==> config.mk <==
export PLATFORM = sky130hd
export DESIGN_NAME = priority_code_decoder_flat
export DESIGN_NICKNAME = d
export VERILOG_FILES = /design/src/rtl/priority_code_decoder_if.sv /design/src/rtl/priority_code_decoder.sv /design/src/flat_wrapper.sv
export SDC_FILE = /design/constraint.sdc
export NUM_CORES = 1
export LEC_CHECK = 0
export CAP_MARGIN = 20
export CORE_MARGIN = 3
export CORE_UTILIZATION = 45
export CTS_CLUSTER_SIZE = 10
export DETAILED_ROUTE_END_ITERATION = 8
export GPL_TIMING_DRIVEN = 0
export PLACE_DENSITY = 0.74
export SLEW_MARGIN = 20
export SYNTH_ARGS = -nofsm -noshare
export SYNTH_HDL_FRONTEND = slang
export SYNTH_SLANG_ARGS = --single-unit
==> constraint.sdc <==
create_clock -name clk -period 2.1 [get_ports clk]
set_input_delay 0.42 -clock clk [delete_from_list [all_inputs] [get_ports clk]]
set_output_delay 0.42 -clock clk [all_outputs]
set_load 0.1 [all_outputs]
==> src/rtl/priority_code_decoder_if.sv <==
// Request/decoded-output bundle for priority_code_decoder.
// The master side drives the encoded request; the slave side is the decoder.
interface priority_code_decoder_if;
    logic [1:0] A;
    logic       v;
    logic       in_ready;
    logic [3:0] D;
    logic       d_valid;
    logic       busy;

    modport master (output A, output v, input in_ready, input D, input d_valid, input busy);
    modport slave  (input A, input v, output in_ready, output D, output d_valid, output busy);
endinterface

==> src/rtl/priority_code_decoder.sv <==
// Decodes a 2-bit request index into a one-hot line held for HOLD cycles,
// followed by one idle gap cycle, with a single-entry pending slot.
module priority_code_decoder #(
    parameter int HOLD = 4,
    parameter int CW   = 8
) (
    input logic                     clk,
    input logic                     rst_n,
    priority_code_decoder_if.slave  bus
);

    localparam logic [1:0]    IDLE    = 2'd0;
    localparam logic [1:0]    DRIVE   = 2'd1;
    localparam logic [1:0]    GAP     = 2'd2;
    localparam logic [CW-1:0] HOLD_M1 = CW'(HOLD - 1);

    logic [1:0]    state_r, state_s;
    logic [CW-1:0] cnt_r, cnt_s;
    logic [1:0]    cur_code_r, cur_code_s;
    logic [1:0]    pend_code_r, pend_code_s;
    logic          pend_full_r, pend_full_s;
    logic [3:0]    d_r;
    logic          d_valid_r;
    logic          busy_r;
    logic          accept_s;

    function automatic logic [3:0] onehot(input logic [1:0] code);
        logic [3:0] res;
        case (code)
            2'b00:   res = 4'b0001;
            2'b01:   res = 4'b0010;
            2'b10:   res = 4'b0100;
            2'b11:   res = 4'b1000;
            default: res = 4'b0000;
        endcase
        return res;
    endfunction

    assign bus.in_ready = rst_n & ~pend_full_r;
    assign accept_s     = bus.v & bus.in_ready;

    assign bus.D        = d_r;
    assign bus.d_valid  = d_valid_r;
    assign bus.busy     = busy_r;

    // Next-state logic for the drive/gap sequencer and pending slot.
    always_comb begin
        state_s     = state_r;
        cnt_s       = cnt_r;
        cur_code_s  = cur_code_r;
        pend_code_s = pend_code_r;
        pend_full_s = pend_full_r;
        case (state_r)
            IDLE: begin
                if (accept_s) begin
                    cur_code_s = bus.A;
                    cnt_s      = HOLD_M1;
                    state_s    = DRIVE;
                end else begin
                    state_s    = IDLE;
                end
            end
            DRIVE: begin
                if (cnt_r == {CW{1'b0}}) begin
                    state_s = GAP;
                end else begin
                    cnt_s   = cnt_r - CW'(1);
                end
                if (accept_s) begin
                    pend_code_s = bus.A;
                    pend_full_s = 1'b1;
                end else begin
                    pend_full_s = pend_full_r;
                end
            end
            GAP: begin
                // A code accepted during an empty-slot gap goes straight to
                // DRIVE, which is the same timing as parking it in pending.
                if (pend_full_r) begin
                    cur_code_s  = pend_code_r;
                    pend_full_s = 1'b0;
                    cnt_s       = HOLD_M1;
                    state_s     = DRIVE;
                end else if (accept_s) begin
                    cur_code_s  = bus.A;
                    cnt_s       = HOLD_M1;
                    state_s     = DRIVE;
                end else begin
                    state_s     = IDLE;
                end
            end
            default: begin
                state_s     = IDLE;
                pend_full_s = 1'b0;
            end
        endcase
    end

    // State, storage and registered outputs; outputs reflect the next state.
    always_ff @(posedge clk) begin
        if (!rst_n) begin
            state_r     <= IDLE;
            cnt_r       <= {CW{1'b0}};
            cur_code_r  <= 2'b00;
            pend_code_r <= 2'b00;
            pend_full_r <= 1'b0;
            d_r         <= 4'b0000;
            d_valid_r   <= 1'b0;
            busy_r      <= 1'b0;
        end else begin
            state_r     <= state_s;
            cnt_r       <= cnt_s;
            cur_code_r  <= cur_code_s;
            pend_code_r <= pend_code_s;
            pend_full_r <= pend_full_s;
            d_r         <= (state_s == DRIVE) ? onehot(cur_code_s) : 4'b0000;
            d_valid_r   <= (state_s == DRIVE);
            busy_r      <= (state_s != IDLE) | pend_full_s;
        end
    end

endmodule

==> src/flat_wrapper.sv <==
// flat-port wrapper written by rule: the top's interface ports become plain ports
module priority_code_decoder_flat 
#(
    parameter int HOLD = 4,
    parameter int CW   = 8
)
  (clk, rst_n, bus_A, bus_v, bus_in_ready, bus_D, bus_d_valid, bus_busy);
  priority_code_decoder_if bus_i ();
  input logic clk;
  input logic rst_n;
  input wire logic [$bits(bus_i.A)-1:0] bus_A;
  input wire logic [$bits(bus_i.v)-1:0] bus_v;
  output wire logic [$bits(bus_i.in_ready)-1:0] bus_in_ready;
  output wire logic [$bits(bus_i.D)-1:0] bus_D;
  output wire logic [$bits(bus_i.d_valid)-1:0] bus_d_valid;
  output wire logic [$bits(bus_i.busy)-1:0] bus_busy;
  assign bus_i.A = bus_A;
  assign bus_i.v = bus_v;
  assign bus_in_ready = bus_i.in_ready;
  assign bus_D = bus_i.D;
  assign bus_d_valid = bus_i.d_valid;
  assign bus_busy = bus_i.busy;
  priority_code_decoder #(.HOLD(HOLD), .CW(CW)) u_core (.clk(clk), .rst_n(rst_n), .bus(bus_i));
endmodule
==> flow_summary.toml, run 1 <==
[outcome]
status = "completed"

[critical_path]
critical_path_class = "flop to flop"
path_max_fanout = 6
r2r-start = "u_core.cnt_r[0]"
reg2reg_to = "u_core.cnt_r[5]"
reg2regPathDepth = 6
critPathLaunchType = "flop"
cp-end-kind = "flop"
required_ns = 2.30
r2r_slack_ns = 0.15
cp_data_arrival_time_ns = 2.15

[grt]
grt_first_pass_wirelength_um = 4091
grt_max_degree = 12
antenna_found_initial = 0
grt_usage_pct = 16.31
gr-total-overflow = 0
grt_pass1_vias = 923

[clock_tree]
cts_buffer_depth = 2
cts_tree = "done"
cts_setup_buffers = 0
clkSinkCount = 21
insertion_delay_ns = 0.30
root_buffer = "clkbuf_4"
h-tree-depth = 1
clkTransAtPathRegs_ns = 0.11
cts_buffers = 3

[sta]
fin_hold_ws_ns = 0.4311
min_period_ns = 1.947
fmax_mhz = 513.6
setup_violations = 0
rsz0062_at_grt = "no"
fin_crit_sh_pct = 92.72
final.setup.worst_slack_ns = 0.1528
tightest_slew_ns = 0.9562
slew_headroom_pct = 36.51
final-hold-violation-count = 0
slew_viol_final = 0
fin_skew_ns = 0.003198

[layout]
final_common_cell = "dfxtp_1"
diodes = 0
fill_cells = 222
layout.nets = 148
layout_common_cells = "dfxtp_1, nand2_1, inv_1"
drive_gt1_share_pct = 17.52
area_growth_pct = 14.55
multiInputGateArea_um2 = 669.4
seq_area_um2 = 420.4

[synth]
synth_top_area_share_pct = 36.76
ys_seq_elements = 21
syn_inst = 123
yosysSeqAreaShare_pct = 36.76
yosysTopAreaCell = "dfxtp_1"
syn_nets = 133
ys_types = 46
syn_area_mm2 = 0.001144
ys.flop_type = "dfxtp_1"
synth_edf_count = 0
synthTopCellsByArea = "dfxtp_1, ha_1, nor2b_1"
syn_area_per_cell_um2 = 9.298
synth_warnings = 0
ys_async_sr_fraction_pct = 0

[die]
num_rows = 17
die-area_mm2 = 0.003182
initial_core_util_pct = 49.33
die_w_um = 56.41
die_y_um = 56.41
ios = 12
fp.coreArea_mm2 = 0.002318

[routing]
drc = 0
dr_total_vias = 945
ant_nets = 0
drt_iter0_drc = 6
routedWlPerCell_um = 13.52
wl_um = 2231
avgViaCountPerCell = 5.727
first_pass_iters = 4

[worst_hold_path]
hold_end = "u_core.cnt_r[0]"
hp-class = "primary input to flop"
holdPathStages = 3
min_from = "rst_n"

[pwr]
vdd_drop_max_uv = 608.7
p_leak_uw = 0.0005868
power.density_mw_per_mm2 = 807.8

[placement]
dp_hpwl_um = 1677
post-place-ws_ns = -0.3079
globalplace.congestion = 0.8559
port_buffers = 10

[run]
timing.max_cap.violations = 0
[where the power goes]
part / switching, µW / internal [µW]
Combinational: 272 / 145
Clock: 118 / 74.0
Sequential: 19.6 / 429
Total: 410 / 649
[state kept, by name (all words and copies together), names as in the netlist]
| name | count |
|---|---|
| u_core.pend_full_r | 1 |
| u_core.bus.busy | 1 |
| u_core.pend_code_r | 2 |
| u_core.state_r | 2 |
| u_core.cnt_r | 8 |
| u_core.bus.d_valid | 1 |
| u_core.bus.D | 4 |
| u_core.cur_code_r | 2 |
[how the worst max path moves through the flow]
stage	end	cells past startpoint	startpoint
global route	u_core.bus.D[2]	6	u_core.state_r[0]
finish	u_core.cnt_r[5]	6	u_core.cnt_r[0]
detailed placement	bus_in_ready	4	rst_n
floorplan	bus_in_ready	3	rst_n
global placement	bus_in_ready	4	rst_n
CTS	u_core.cnt_r[5]	6	u_core.cnt_r[0]
[synth_stat cells, types with 2 or more instances]
library cell / n
o22ai_1: 2
a21oi_1: 4
nor2_1: 4
nor3_1: 5
and3_1: 3
nand2b_1: 2
nand2_1: 9
buf_6: 2
nor2b_1: 7
or2_2: 3
inv_1: 8
nor3b_1: 3
o211ai_1: 3
a221oi_1: 2
ha_1: 5
o31ai_1: 4
o21ai_0: 4
a21o_1: 2
nor4_1: 2
a221o_1: 2
dfxtp_1: 21
mux2i_1: 2
[area by class of cell]
cell class | instances | area share [%]
tap | 28 | 2.674
buffer | 4 | 2.674
multi-input combinational | 90 | 51.10
timing repair buffer | 10 | 7.163
clock buffer | 4 | 2.006
inverter | 8 | 2.292
sequential | 21 | 32.09
[cell families after synthesis]
kind of cell	after synthesis	share of synthesized area [%]
flip-flops	21	36.76
AO/OA/AOI/OAI	36	26.04
buffers and inverters	12	5.689
adder cells (fa/ha/maj)	5	5.470
multiplexers	2	1.751
AND/OR/NAND/NOR	47	24.29
[layer usage]
| metal | GRT usage (%) | vias to the layer above | share of wire [%] | wire length (µm) |
|---|---|---|---|---|
| li1 | - | 488 | - | - |
| met1 | 22.56 | 436 | 50 | 1115 |
| met2 | 23.71 | 17 | 44 | 989 |
| met3 | 2.759 | 4 | 3.5 | 77 |
| met4 | 9.153 | 0 | 2.2 | 48 |
| met5 | 0 | - | 0 | 0 |
[per-stage QoR]
step	TNS (ns)	total power (µW)	util [%]	std cells	area, µm²
floorplan	0	785.0	-	123	1146
global placement	-0.8759	868.7	55.26	161	1281
detailed placement	-0.9784	872.9	55.26	161	1281
CTS	0	1059	56.13	165	1301
global route	0	1132	56.50	165	1310
finish	0	1058	56.50	165	1310
[what timing repair did]
| action | in CTS | in global routing |
|---|---|---|
| gates resized for setup | 9 | 2 |
| hold buffers | 0 | 0 |
| endpoints found under the setup margin | 7 | 3 |
[critical path, cell delays in order (launching register included)]
cell,delay [ns]
dfxtp_1,0.41
inv_1,0.06
ha_1,0.23
or3b_4,0.29
o32ai_4,0.11
or2_2,0.35
a311o_2,0.38
Power figures use the tool's default switching activity.
==> inputs of run 2 (changes only) <==
Settings changed: RECOVER_POWER from default to 100, SLEW_MARGIN 20 to default.
==> run 2 against run 1 <==
  * Sequential power hardly changed
  * Sequential share of layout area is 0.95 points higher
  * Non-clock buffer count stayed put
  * Largest cell class unchanged
  * Via count is 0.32% higher
  * Design area fell by 2.9%
  * Setup slack worse by 0.0016 ns
  * Wire length rose by 1.5%
==> flow_summary.toml, run 2 (same netlist as run 1, synthesis figures left out) <==
[placement]
post-place-ws_ns = -0.3079
place_inst = 161
port_buffers = 10
place_area_mm2 = 0.001281
dp_hpwl_um = 1677
globalplace.congestion = 0.8559

[layout]
top_register = "u_core.cnt_r"
layout_common_cells = "dfxtp_1, nand2_1, inv_1, clkbuf_1, nor2b_1"
area_growth_pct = 11.27
fill_cells = 227
diodes = 0
drive_gt1_share_pct = 16.79
final_common_cell = "dfxtp_1"
finish.utilization_pct = 54.88
fin_area_mm2 = 0.001272
largest_reg_flops = 8
layout.nets = 148
final_cell_count_no_fill = 165

[clock_tree]
clkTransAtPathRegs_ns = 0.11
h-tree-depth = 1
cts_setup_buffers = 0
insertion_delay_ns = 0.30
clkSinkCount = 21
cts_buffer_depth = 2
cts_tree = "done"
cts_buffers = 3
root_buffer = "clkbuf_4"

[routing]
avgViaCountPerCell = 5.745
drt_iter0_drc = 11
dr_total_vias = 948
first_pass_iters = 4
drc = 0
ant_nets = 0
routedWlPerCell_um = 13.72
wl_um = 2264

[critical_path]
critical_path_class = "flop to flop"
max_stage_delay_ns = 0.41
path_cells = "inv_1, ha_1, or3b_4, o32ai_4, or2_2, a311o_2"
cp-end-kind = "flop"
required_ns = 2.30
cp_data_arrival_time_ns = 2.15
cp_slowest_cell = "dfxtp_1"
critical_path_buf_inv_count = 1
cp_top_family = "simple AND/OR/NAND/NOR gates"
path_max_fanout = 6
critPathLaunchType = "flop"

[sta]
slew_headroom_pct = 22.16
fin_hold_ws_ns = 0.4251
fin_skew_ns = 0.002910
tightest_slew_ns = 1.173
setup_violations = 0
rsz0062_at_grt = "no"
fmax_mhz = 513.1
final.setup.worst_slack_ns = 0.1512
final-hold-violation-count = 0
fin_crit_sh_pct = 92.80
slew_viol_final = 0
min_period_ns = 1.949

[grt]
grt_usage_pct = 16.31
antenna_found_initial = 0
gr-total-overflow = 0
grt_first_pass_wirelength_um = 4091
grt_max_degree = 12
grt_pass1_vias = 923

[die]
initial_core_util_pct = 49.33
ios = 12
die_y_um = 56.41
die-area_mm2 = 0.003182
die_w_um = 56.41
num_rows = 17
fp.coreArea_mm2 = 0.002318

[pwr]
p_leak_uw = 0.0005415
power.density_mw_per_mm2 = 825.3
vdd_drop_max_uv = 605.0

[run]
timing.max_cap.violations = 0

[outcome]
status = "completed"

[worst_hold_path]
hp-class = "primary input to flop"
==> run 2: path summary, 6_finish.rpt <==
path / start / end / slack [ns] / depth (start not counted)
setup / recovery: u_core.cnt_r[0] / u_core.cnt_r[5] / 0.15 / 6
hold / removal: rst_n / u_core.cnt_r[0] / 0.43 / 3
setup reg to reg: u_core.cnt_r[0] / u_core.cnt_r[5] / 0.15 / 6
hold reg to reg: u_core.cnt_r[7] / u_core.cnt_r[7] / 0.52 / 2
==> run 2: per-layer routing <==
metal	vias to the layer above	GRT usage (%)	wire length, µm	share of wire, %
li1	487	-	-	-
met5	-	0	0	0
met2	22	23.71	979	43
met4	0	9.153	50	2.2
met1	435	22.56	1116	49
met3	4	2.759	117	5.2
==> run 2: area by class of cell <==
| cell class | count | area [µm²] | share of cell area [%] |
|---|---|---|---|
| Sequential cell | 21 | 420.4 | 33.04 |
| Inverter | 8 | 30.03 | 2.360 |
| Buffer | 4 | 27.53 | 2.163 |
| Tap cell | 28 | 35.03 | 2.753 |
| Timing Repair Buffer | 10 | 63.81 | 5.015 |
| Clock buffer | 4 | 26.28 | 2.065 |
| Multi-Input combinational cell | 90 | 669.4 | 52.61 |
==> run 2: per-stage QoR <==
step	setup TNS (ns)	power, µW
2_1_floorplan	0	785.0
3_3_place_gp	-0.8759	868.7
3_5_place_dp	-0.9784	872.9
4_1_cts	0	1059
5_1_grt	0	1123
6_report	0	1050
==> run 2: power by group <==
part | leakage [µW] | internal [µW] | total [µW] | switching, µW
clock network | 0.0000150 | 74.1 | 194 | 120
registers | 0.000171 | 429 | 449 | 20.0
logic | 0.000356 | 135 | 406 | 271
total | 0.000541 | 639 | 1050 | 412
==> run 2: tightest hold or removal path, cell delays in order <==
cell and delay (ns):
buf_4 0.15, nand2_1 0.07, o31ai_1 0.05
==> run 2: what timing repair did <==
item	4_1_cts	5_1_grt
gates resized for setup	9	2
hold buffers	0	0
setup endpoints to repair	7	3
